<file path="src/rtl/note_sequencer_if.sv">
// Host-side control and score-write bus for note_sequencer, plus its playback outputs.
interface note_sequencer_if #(
    parameter int ADDR_W = 4
);
    logic              start;
    logic              stop;
    logic              loop;
    logic              wr_en;
    logic [ADDR_W-1:0] wr_addr;
    logic [23:0]       wr_data;
    logic [15:0]       phase_divider;
    logic              gate;
    logic              busy;
    logic              done;
    logic [ADDR_W-1:0] step;

    modport master (
        output start, stop, loop, wr_en, wr_addr, wr_data,
        input  phase_divider, gate, busy, done, step
    );

    modport slave (
        input  start, stop, loop, wr_en, wr_addr, wr_data,
        output phase_divider, gate, busy, done, step
    );
endinterface

</file>
<file path="src/rtl/note_sequencer.sv">
// Score-driven tone controller: steps through a writable (divider, duration) score,
// driving phase_divider and gate for each note with tick-prescaled timing.
module note_sequencer #(
    parameter int STEPS     = 16,
    parameter int ADDR_W    = 4,
    parameter int TICK_DIV  = 480000,
    parameter int GAP_TICKS = 1
) (
    input logic             clk48m,
    input logic             rst,
    note_sequencer_if.slave bus
);
    localparam int PW = $clog2(TICK_DIV);

    typedef enum logic [1:0] {
        S_IDLE,
        S_FETCH,
        S_LOAD,
        S_PLAY
    } state_t;

    state_t            state_q, state_d;
    logic [ADDR_W-1:0] step_q, step_d;
    logic [15:0]       div_q, div_d;
    logic              gate_q, gate_d;
    logic              done_q, done_d;
    logic [PW-1:0]     presc_q, presc_d;
    logic [7:0]        ticks_q, ticks_d;
    logic              finish;

    logic [23:0]       mem [STEPS];
    logic [23:0]       rd_q;
    logic [15:0]       rd_div;
    logic [7:0]        rd_dur;
    logic              tick_end;
    logic              last_step;

    assign rd_div    = rd_q[23:8];
    assign rd_dur    = rd_q[7:0];
    assign tick_end  = (presc_q == PW'(TICK_DIV - 1));
    assign last_step = (step_q == ADDR_W'(STEPS - 1));

    // Score memory: unreset, synchronous read during FETCH, read-before-write on collision.
    always_ff @(posedge clk48m) begin
        if (bus.wr_en) begin
            mem[bus.wr_addr] <= bus.wr_data;
        end
        if (state_q == S_FETCH) begin
            rd_q <= mem[step_q];
        end
    end

    // State and output registers.
    always_ff @(posedge clk48m or posedge rst) begin
        if (rst) begin
            state_q <= S_IDLE;
            step_q  <= '0;
            div_q   <= '0;
            gate_q  <= 1'b0;
            done_q  <= 1'b0;
            presc_q <= '0;
            ticks_q <= '0;
        end else begin
            state_q <= state_d;
            step_q  <= step_d;
            div_q   <= div_d;
            gate_q  <= gate_d;
            done_q  <= done_d;
            presc_q <= presc_d;
            ticks_q <= ticks_d;
        end
    end

    // Next-state logic; ticks_q counts remaining ticks, so gate is high while more than
    // GAP_TICKS remain, and gate/divider hold through FETCH/LOAD to avoid glitches.
    always_comb begin
        state_d = state_q;
        step_d  = step_q;
        div_d   = div_q;
        gate_d  = gate_q;
        done_d  = 1'b0;
        presc_d = presc_q;
        ticks_d = ticks_q;
        finish  = 1'b0;

        case (state_q)
            S_IDLE: begin
                if (bus.start) begin
                    state_d = S_FETCH;
                    step_d  = '0;
                end
            end
            S_FETCH: begin
                state_d = S_LOAD;
            end
            S_LOAD: begin
                if (rd_dur == 8'd0) begin
                    if (bus.loop && (step_q != '0)) begin
                        step_d  = '0;
                        state_d = S_FETCH;
                    end else begin
                        finish = 1'b1;
                    end
                end else begin
                    div_d   = rd_div;
                    ticks_d = rd_dur;
                    presc_d = '0;
                    gate_d  = (rd_div != 16'd0) && (int'(rd_dur) > GAP_TICKS);
                    state_d = S_PLAY;
                end
            end
            S_PLAY: begin
                if (tick_end) begin
                    presc_d = '0;
                    ticks_d = ticks_q - 8'd1;
                    if (ticks_q == 8'd1) begin
                        if (!last_step) begin
                            step_d  = step_q + 1'b1;
                            state_d = S_FETCH;
                        end else if (bus.loop) begin
                            step_d  = '0;
                            state_d = S_FETCH;
                        end else begin
                            finish = 1'b1;
                        end
                    end else begin
                        gate_d = (div_q != 16'd0) && ((int'(ticks_q) - 1) > GAP_TICKS);
                    end
                end else begin
                    presc_d = presc_q + 1'b1;
                end
            end
            default: begin
                state_d = S_IDLE;
            end
        endcase

        if (finish) begin
            state_d = S_IDLE;
            done_d  = 1'b1;
            step_d  = '0;
            div_d   = '0;
            gate_d  = 1'b0;
            presc_d = '0;
            ticks_d = '0;
        end

        if (bus.stop) begin
            state_d = S_IDLE;
            done_d  = 1'b0;
            step_d  = '0;
            div_d   = '0;
            gate_d  = 1'b0;
            presc_d = '0;
            ticks_d = '0;
        end
    end

    assign bus.phase_divider = div_q;
    assign bus.gate          = gate_q;
    assign bus.busy          = (state_q != S_IDLE);
    assign bus.done          = done_q;
    assign bus.step          = step_q;
endmodule

</file>
<file path="src/flat_wrapper.sv">
// flat-port wrapper written by rule: the top's interface ports become plain ports
module note_sequencer_flat 
#(
    parameter int STEPS     = 16,
    parameter int ADDR_W    = 4,
    parameter int TICK_DIV  = 480000,
    parameter int GAP_TICKS = 1
)
  (clk48m, rst, bus_start, bus_stop, bus_loop, bus_wr_en, bus_wr_addr, bus_wr_data, bus_phase_divider, bus_gate, bus_busy, bus_done, bus_step);
  note_sequencer_if #(.ADDR_W(ADDR_W)) bus_i ();
  input logic clk48m;
  input logic rst;
  input wire logic [$bits(bus_i.start)-1:0] bus_start;
  input wire logic [$bits(bus_i.stop)-1:0] bus_stop;
  input wire logic [$bits(bus_i.loop)-1:0] bus_loop;
  input wire logic [$bits(bus_i.wr_en)-1:0] bus_wr_en;
  input wire logic [$bits(bus_i.wr_addr)-1:0] bus_wr_addr;
  input wire logic [$bits(bus_i.wr_data)-1:0] bus_wr_data;
  output wire logic [$bits(bus_i.phase_divider)-1:0] bus_phase_divider;
  output wire logic [$bits(bus_i.gate)-1:0] bus_gate;
  output wire logic [$bits(bus_i.busy)-1:0] bus_busy;
  output wire logic [$bits(bus_i.done)-1:0] bus_done;
  output wire logic [$bits(bus_i.step)-1:0] bus_step;
  assign bus_i.start = bus_start;
  assign bus_i.stop = bus_stop;
  assign bus_i.loop = bus_loop;
  assign bus_i.wr_en = bus_wr_en;
  assign bus_i.wr_addr = bus_wr_addr;
  assign bus_i.wr_data = bus_wr_data;
  assign bus_phase_divider = bus_i.phase_divider;
  assign bus_gate = bus_i.gate;
  assign bus_busy = bus_i.busy;
  assign bus_done = bus_i.done;
  assign bus_step = bus_i.step;
  note_sequencer #(.STEPS(STEPS), .ADDR_W(ADDR_W), .TICK_DIV(TICK_DIV), .GAP_TICKS(GAP_TICKS)) u_core (.clk48m(clk48m), .rst(rst), .bus(bus_i));
endmodule
</file>
<file path="config.mk">
export PLATFORM = sky130hd
export DESIGN_NAME = note_sequencer_flat
export DESIGN_NICKNAME = d
export VERILOG_FILES = /design/src/rtl/note_sequencer_if.sv /design/src/rtl/note_sequencer.sv /design/src/flat_wrapper.sv
export SDC_FILE = /design/constraint.sdc
export NUM_CORES = 1
export LEC_CHECK = 0
export ABC_CLOCK_PERIOD_IN_PS = 4200
export CAP_MARGIN = 20
export CORE_MARGIN = 2
export CORE_UTILIZATION = 42
export DETAILED_ROUTE_END_ITERATION = 12
export SLEW_MARGIN = 0
export SYNTH_ARGS = -nofsm -noshare
export SYNTH_HDL_FRONTEND = slang
export SYNTH_SLANG_ARGS = --single-unit
</file>
<file path="constraint.sdc">
create_clock -name clk48m -period 4.2 [get_ports clk48m]
set_clock_uncertainty 0.15 [all_clocks]
set_input_delay 1.05 -clock clk48m [delete_from_list [all_inputs] [get_ports clk48m]]
set_output_delay 1.05 -clock clk48m [all_outputs]
set_load 0.05 [all_outputs]
</file>
==> metrics.txt <==
# TYPE chip_impl_metric gauge
chip_impl_metric{name="route.detailed.vias_per_inst",unit=""} 5.55
chip_impl_metric{name="coreArea",unit="mm²"} 0.0439
chip_impl_metric{name="multi_input_area",unit="mm²"} 0.00486
chip_impl_metric{name="area_delta_synth_final",unit="%"} 16.2
chip_impl_metric{name="wire_length_the_detailed_router_placed_on_met1",unit="mm"} 19.2
chip_impl_metric{name="total_number_of_placement_rows",unit=""} 77
chip_impl_metric{name="clk_pin_slew",unit="ns"} 0.06
chip_impl_metric{name="die_w",unit="µm"} 214
chip_impl_info{name="cp_endpoint_kind",value="output pin"} 1
chip_impl_metric{name="timing.critical_path.required",unit="ns"} 3.00
chip_impl_metric{name="htree_num_levels",unit=""} 2
chip_impl_metric{name="io_buffers",unit=""} 56
chip_impl_info{name="layout_commonest_cell",value="edfxtp_1"} 1
chip_impl_metric{name="critPathMaxStageDelay",unit="ns"} 0.93
chip_impl_metric{name="hold_viol",unit=""} 0
chip_impl_metric{name="dr_total_vias",unit=""} 10100
chip_impl_metric{name="fmaxAchievable",unit="MHz"} 285
chip_impl_metric{name="via_count_of_the_first_global_routing_pass",unit=""} 10200
chip_impl_info{name="timing.setup.critical_path_class",value="register to output pin"} 1
chip_impl_metric{name="worstSkewPairLatency",unit="ns"} 0.57
chip_impl_info{name="worstReg2RegStart",value="u_core.bus.step[0]"} 1
chip_impl_metric{name="number_of_flops_mapped_to_enable_cells_by_yosys",unit=""} 408
chip_impl_metric{name="ff_latch_area",unit="mm²"} 0.0135
chip_impl_metric{name="grt.overflow.total",unit=""} 0
chip_impl_metric{name="ys_seq_area_share",unit="%"} 72.9
chip_impl_metric{name="grt_pass1_wl",unit="mm"} 62.6
chip_impl_info{name="min_from",value="u_core.presc_q[6]"} 1
chip_impl_metric{name="min_period_over_period",unit="%"} 83.5
chip_impl_metric{name="worst-slew-pin-transition",unit="ns"} 0.896
chip_impl_metric{name="slew-limit-headroom",unit="%"} 39.9
chip_impl_metric{name="cp_max_fo",unit=""} 11
chip_impl_metric{name="diodes",unit=""} 0
chip_impl_metric{name="grt_use_total",unit="%"} 18.0
chip_impl_metric{name="worst-endpoint-arrival",unit="ns"} 2.31
chip_impl_metric{name="route.detailed.drc",unit=""} 0
chip_impl_info{name="worst_r2r_endpoint",value="u_core.bus.gate"} 1
chip_impl_metric{name="period_needed",unit="ns"} 3.51
chip_impl_metric{name="finalSetupTns",unit="ns"} 0
chip_impl_metric{name="ctsLongestPathBuffers",unit=""} 3
chip_impl_metric{name="synth_fp_nets",unit=""} 1144
chip_impl_metric{name="number_of_buffers_created_by_cts",unit=""} 48
chip_impl_metric{name="cap_viol_max_count",unit=""} 0
chip_impl_metric{name="die_height",unit="µm"} 214
chip_impl_metric{name="largest_net_degree_at_the_start_of_global_routing",unit=""} 80
chip_impl_metric{name="cts.repair.resized",unit=""} 0
chip_impl_metric{name="synthesis.area_per_instance",unit="µm²"} 16.9
chip_impl_info{name="hold_class",value="register to register"} 1
chip_impl_metric{name="ff2ff_path_depth",unit=""} 8
chip_impl_metric{name="floorplan.initialDensity",unit="%"} 42.2
chip_impl_metric{name="filler_cell_count",unit=""} 3706
chip_impl_info{name="postSynth.topFlopCell",value="edfxtp_1"} 1
chip_impl_info{name="unrepaired_setup_endpoints_after_global_routing",value="no"} 1
chip_impl_metric{name="dp.final_hpwl",unit="mm"} 23.9
chip_impl_metric{name="power-per-cell-area",unit="mW/mm²"} 481
chip_impl_info{name="cpLargestDelayFamily",value="buffers and inverters"} 1
chip_impl_metric{name="routed_wire_length_per_instance",unit="µm"} 22.7
chip_impl_metric{name="cts_setup_buffers",unit=""} 0
chip_impl_info{name="critical-path-slowest-cell",value="clkdlybuf4s50_1"} 1
chip_impl_metric{name="maximum_vdd_ir_drop",unit="V"} 0.000307
chip_impl_metric{name="io_pins",unit=""} 57
chip_impl_metric{name="gp_congestion",unit=""} 0.837
chip_impl_metric{name="detail_route.first_pass.iterations",unit=""} 4
chip_impl_metric{name="antenna_violations_before_repair",unit=""} 2
chip_impl_metric{name="setup_viol",unit=""} 0
chip_impl_metric{name="drt.antenna.violating_nets",unit=""} 0
chip_impl_metric{name="synth.distinct_cells",unit=""} 59
chip_impl_metric{name="finalMaxSlewViolations",unit=""} 0
chip_impl_metric{name="cts.sinks",unit=""} 459
chip_impl_metric{name="static-leakage-power",unit="nW"} 6.97
chip_impl_info{name="max_layer_used",value="met5"} 1
chip_impl_metric{name="ys_warn_count",unit=""} 0
chip_impl_info{name="tritoncts",value="yes"} 1
chip_impl_metric{name="floorplan.die_area",unit="mm²"} 0.0459
chip_impl_metric{name="drt-total-wl",unit="mm"} 41.2
chip_impl_metric{name="synthesis.instances",unit=""} 1099
chip_impl_metric{name="cts_hold_buf",unit=""} 0
chip_impl_metric{name="finalNetCount",unit=""} 1237
chip_impl_metric{name="hold_slack",unit="ns"} 0.347
chip_impl_info{name="worstHoldEndpoint",value="u_core.presc_q[6]"} 1
chip_impl_info{name="worstPathCellList",value="clkdlybuf4s50_1"} 1
chip_impl_metric{name="post_route_cells_drive_above_1_share",unit="%"} 16.4
chip_impl_metric{name="met2WireLength",unit="mm"} 18.8
chip_impl_info{name="layout_common_cells",value="408 x edfxtp_1, 99 x mux2i_1, 66 x o21ai_0"} 1
chip_impl_metric{name="met3_wirelength",unit="mm"} 2.25
chip_impl_info{name="cts_root_buf",value="clkbuf_16"} 1
chip_impl_metric{name="ff_latch_count_synth",unit=""} 459
chip_impl_metric{name="min_path_cells",unit=""} 1
chip_impl_metric{name="worstPathBufferInverterCount",unit=""} 1
chip_impl_metric{name="drt_iter0_markers",unit=""} 1098
chip_impl_info{name="status",value="finished clean"} 1
chip_impl_info{name="setup.worst_path.start_class",value="register"} 1
chip_impl_metric{name="synth_area",unit="mm²"} 0.0186
chip_impl_metric{name="reg2reg_slack",unit="ns"} 1.22
chip_impl_metric{name="synth-async-reset-ratio",unit="%"} 11.1
-- final cells by class --
type                       count  area share (%)
clock buffer                  66            6.08
tap                          592            3.43
sequential                   459            62.8
clock inverter                20           0.714
timing repair buffer          96            4.24
inverter                      14           0.244
multi-input combinational    573            22.5
-- layer usage --
metal	vias up	global-route usage [%]
met2	263	27.7
met3	68	3.63
met5	-	0
li1	4575	-
met1	5202	26.3
met4	2	4.79
-- logic make-up (layout without fill, tap and decap cells) --
group	after synthesis	in the layout	synth area share, %
flops	459	459	72.9
simple gates	199	199	5.31
compound gates	190	190	6.84
mux	168	168	12.4
buf+inv	67	196	1.53
fa+ha+maj	11	11	0.742
xor+xnor	5	5	0.236
-- through the flow --
step	setup WS, ns	utilization, %	cell area (µm²)	total power, mW	cells
2_1_floorplan	0.383	-	18600	6.09	1099
6_report	0.693	49.1	21600	10.4	1820
5_1_grt	0.617	49.1	21600	10.8	1820
3_5_place_dp	0.719	45.7	20100	6.46	1732
3_3_place_gp	0.757	45.7	20100	6.44	1732
4_1_cts	0.666	49.0	21500	10.5	1818
-- how the worst max path moves through the flow --
stage	cells past startpoint	slack, ns	end	from
finish	1	0.69	bus_step[2]	u_core.bus.step[2]
global route	1	0.62	bus_step[0]	u_core.bus.step[0]
CTS	1	0.67	bus_step[2]	u_core.bus.step[2]
detailed placement	7	0.72	u_core.presc_q[11]	bus_loop
global placement	7	0.76	u_core.presc_q[16]	bus_loop
floorplan	2	0.38	u_core.mem[0][0]	bus_wr_addr[2]
-- where the power goes --
group,internal [mW],total [mW],switching (mW)
Sequential,5.21,5.35,0.141
Clock,2.30,3.99,1.70
Combinational,0.403,1.02,0.622
-- synthesized netlist by cell type (all sizes together) (6+ instances only) --
| master | count | area, µm² |
|---|---|---|
| edfxtp | 408 | 12300 |
| mux2i | 99 | 991 |
| o21ai | 68 | 344 |
| nor2 | 55 | 219 |
| nand2 | 53 | 199 |
| dfrtp | 51 | 1280 |
| mux4 | 48 | 1080 |
| a21oi | 33 | 165 |
| clkbuf | 27 | 101 |
| buf | 26 | 130 |
| a221oi | 24 | 210 |
| a22oi | 24 | 180 |
| mux2 | 21 | 236 |
| nor3 | 17 | 85.1 |
| inv | 14 | 52.6 |
| nor4 | 13 | 81.3 |
| ha | 11 | 138 |
| nand3 | 11 | 55.1 |
| o22ai | 7 | 57.6 |
| and3 | 6 | 37.5 |
| nand2b | 6 | 37.5 |
| nor2b | 6 | 37.5 |
-- registers in the layout, indices dropped and copies added, names as in the netlist --
name	count
u_core.ticks_q	8
u_core.bus.done	1
u_core.bus.step	4
u_core.mem	384
u_core.state_q	2
u_core.bus.phase_divider	16
u_core.bus.gate	1
u_core.presc_q	19
u_core.rd_q	24
Power figures use the tool's default switching activity.
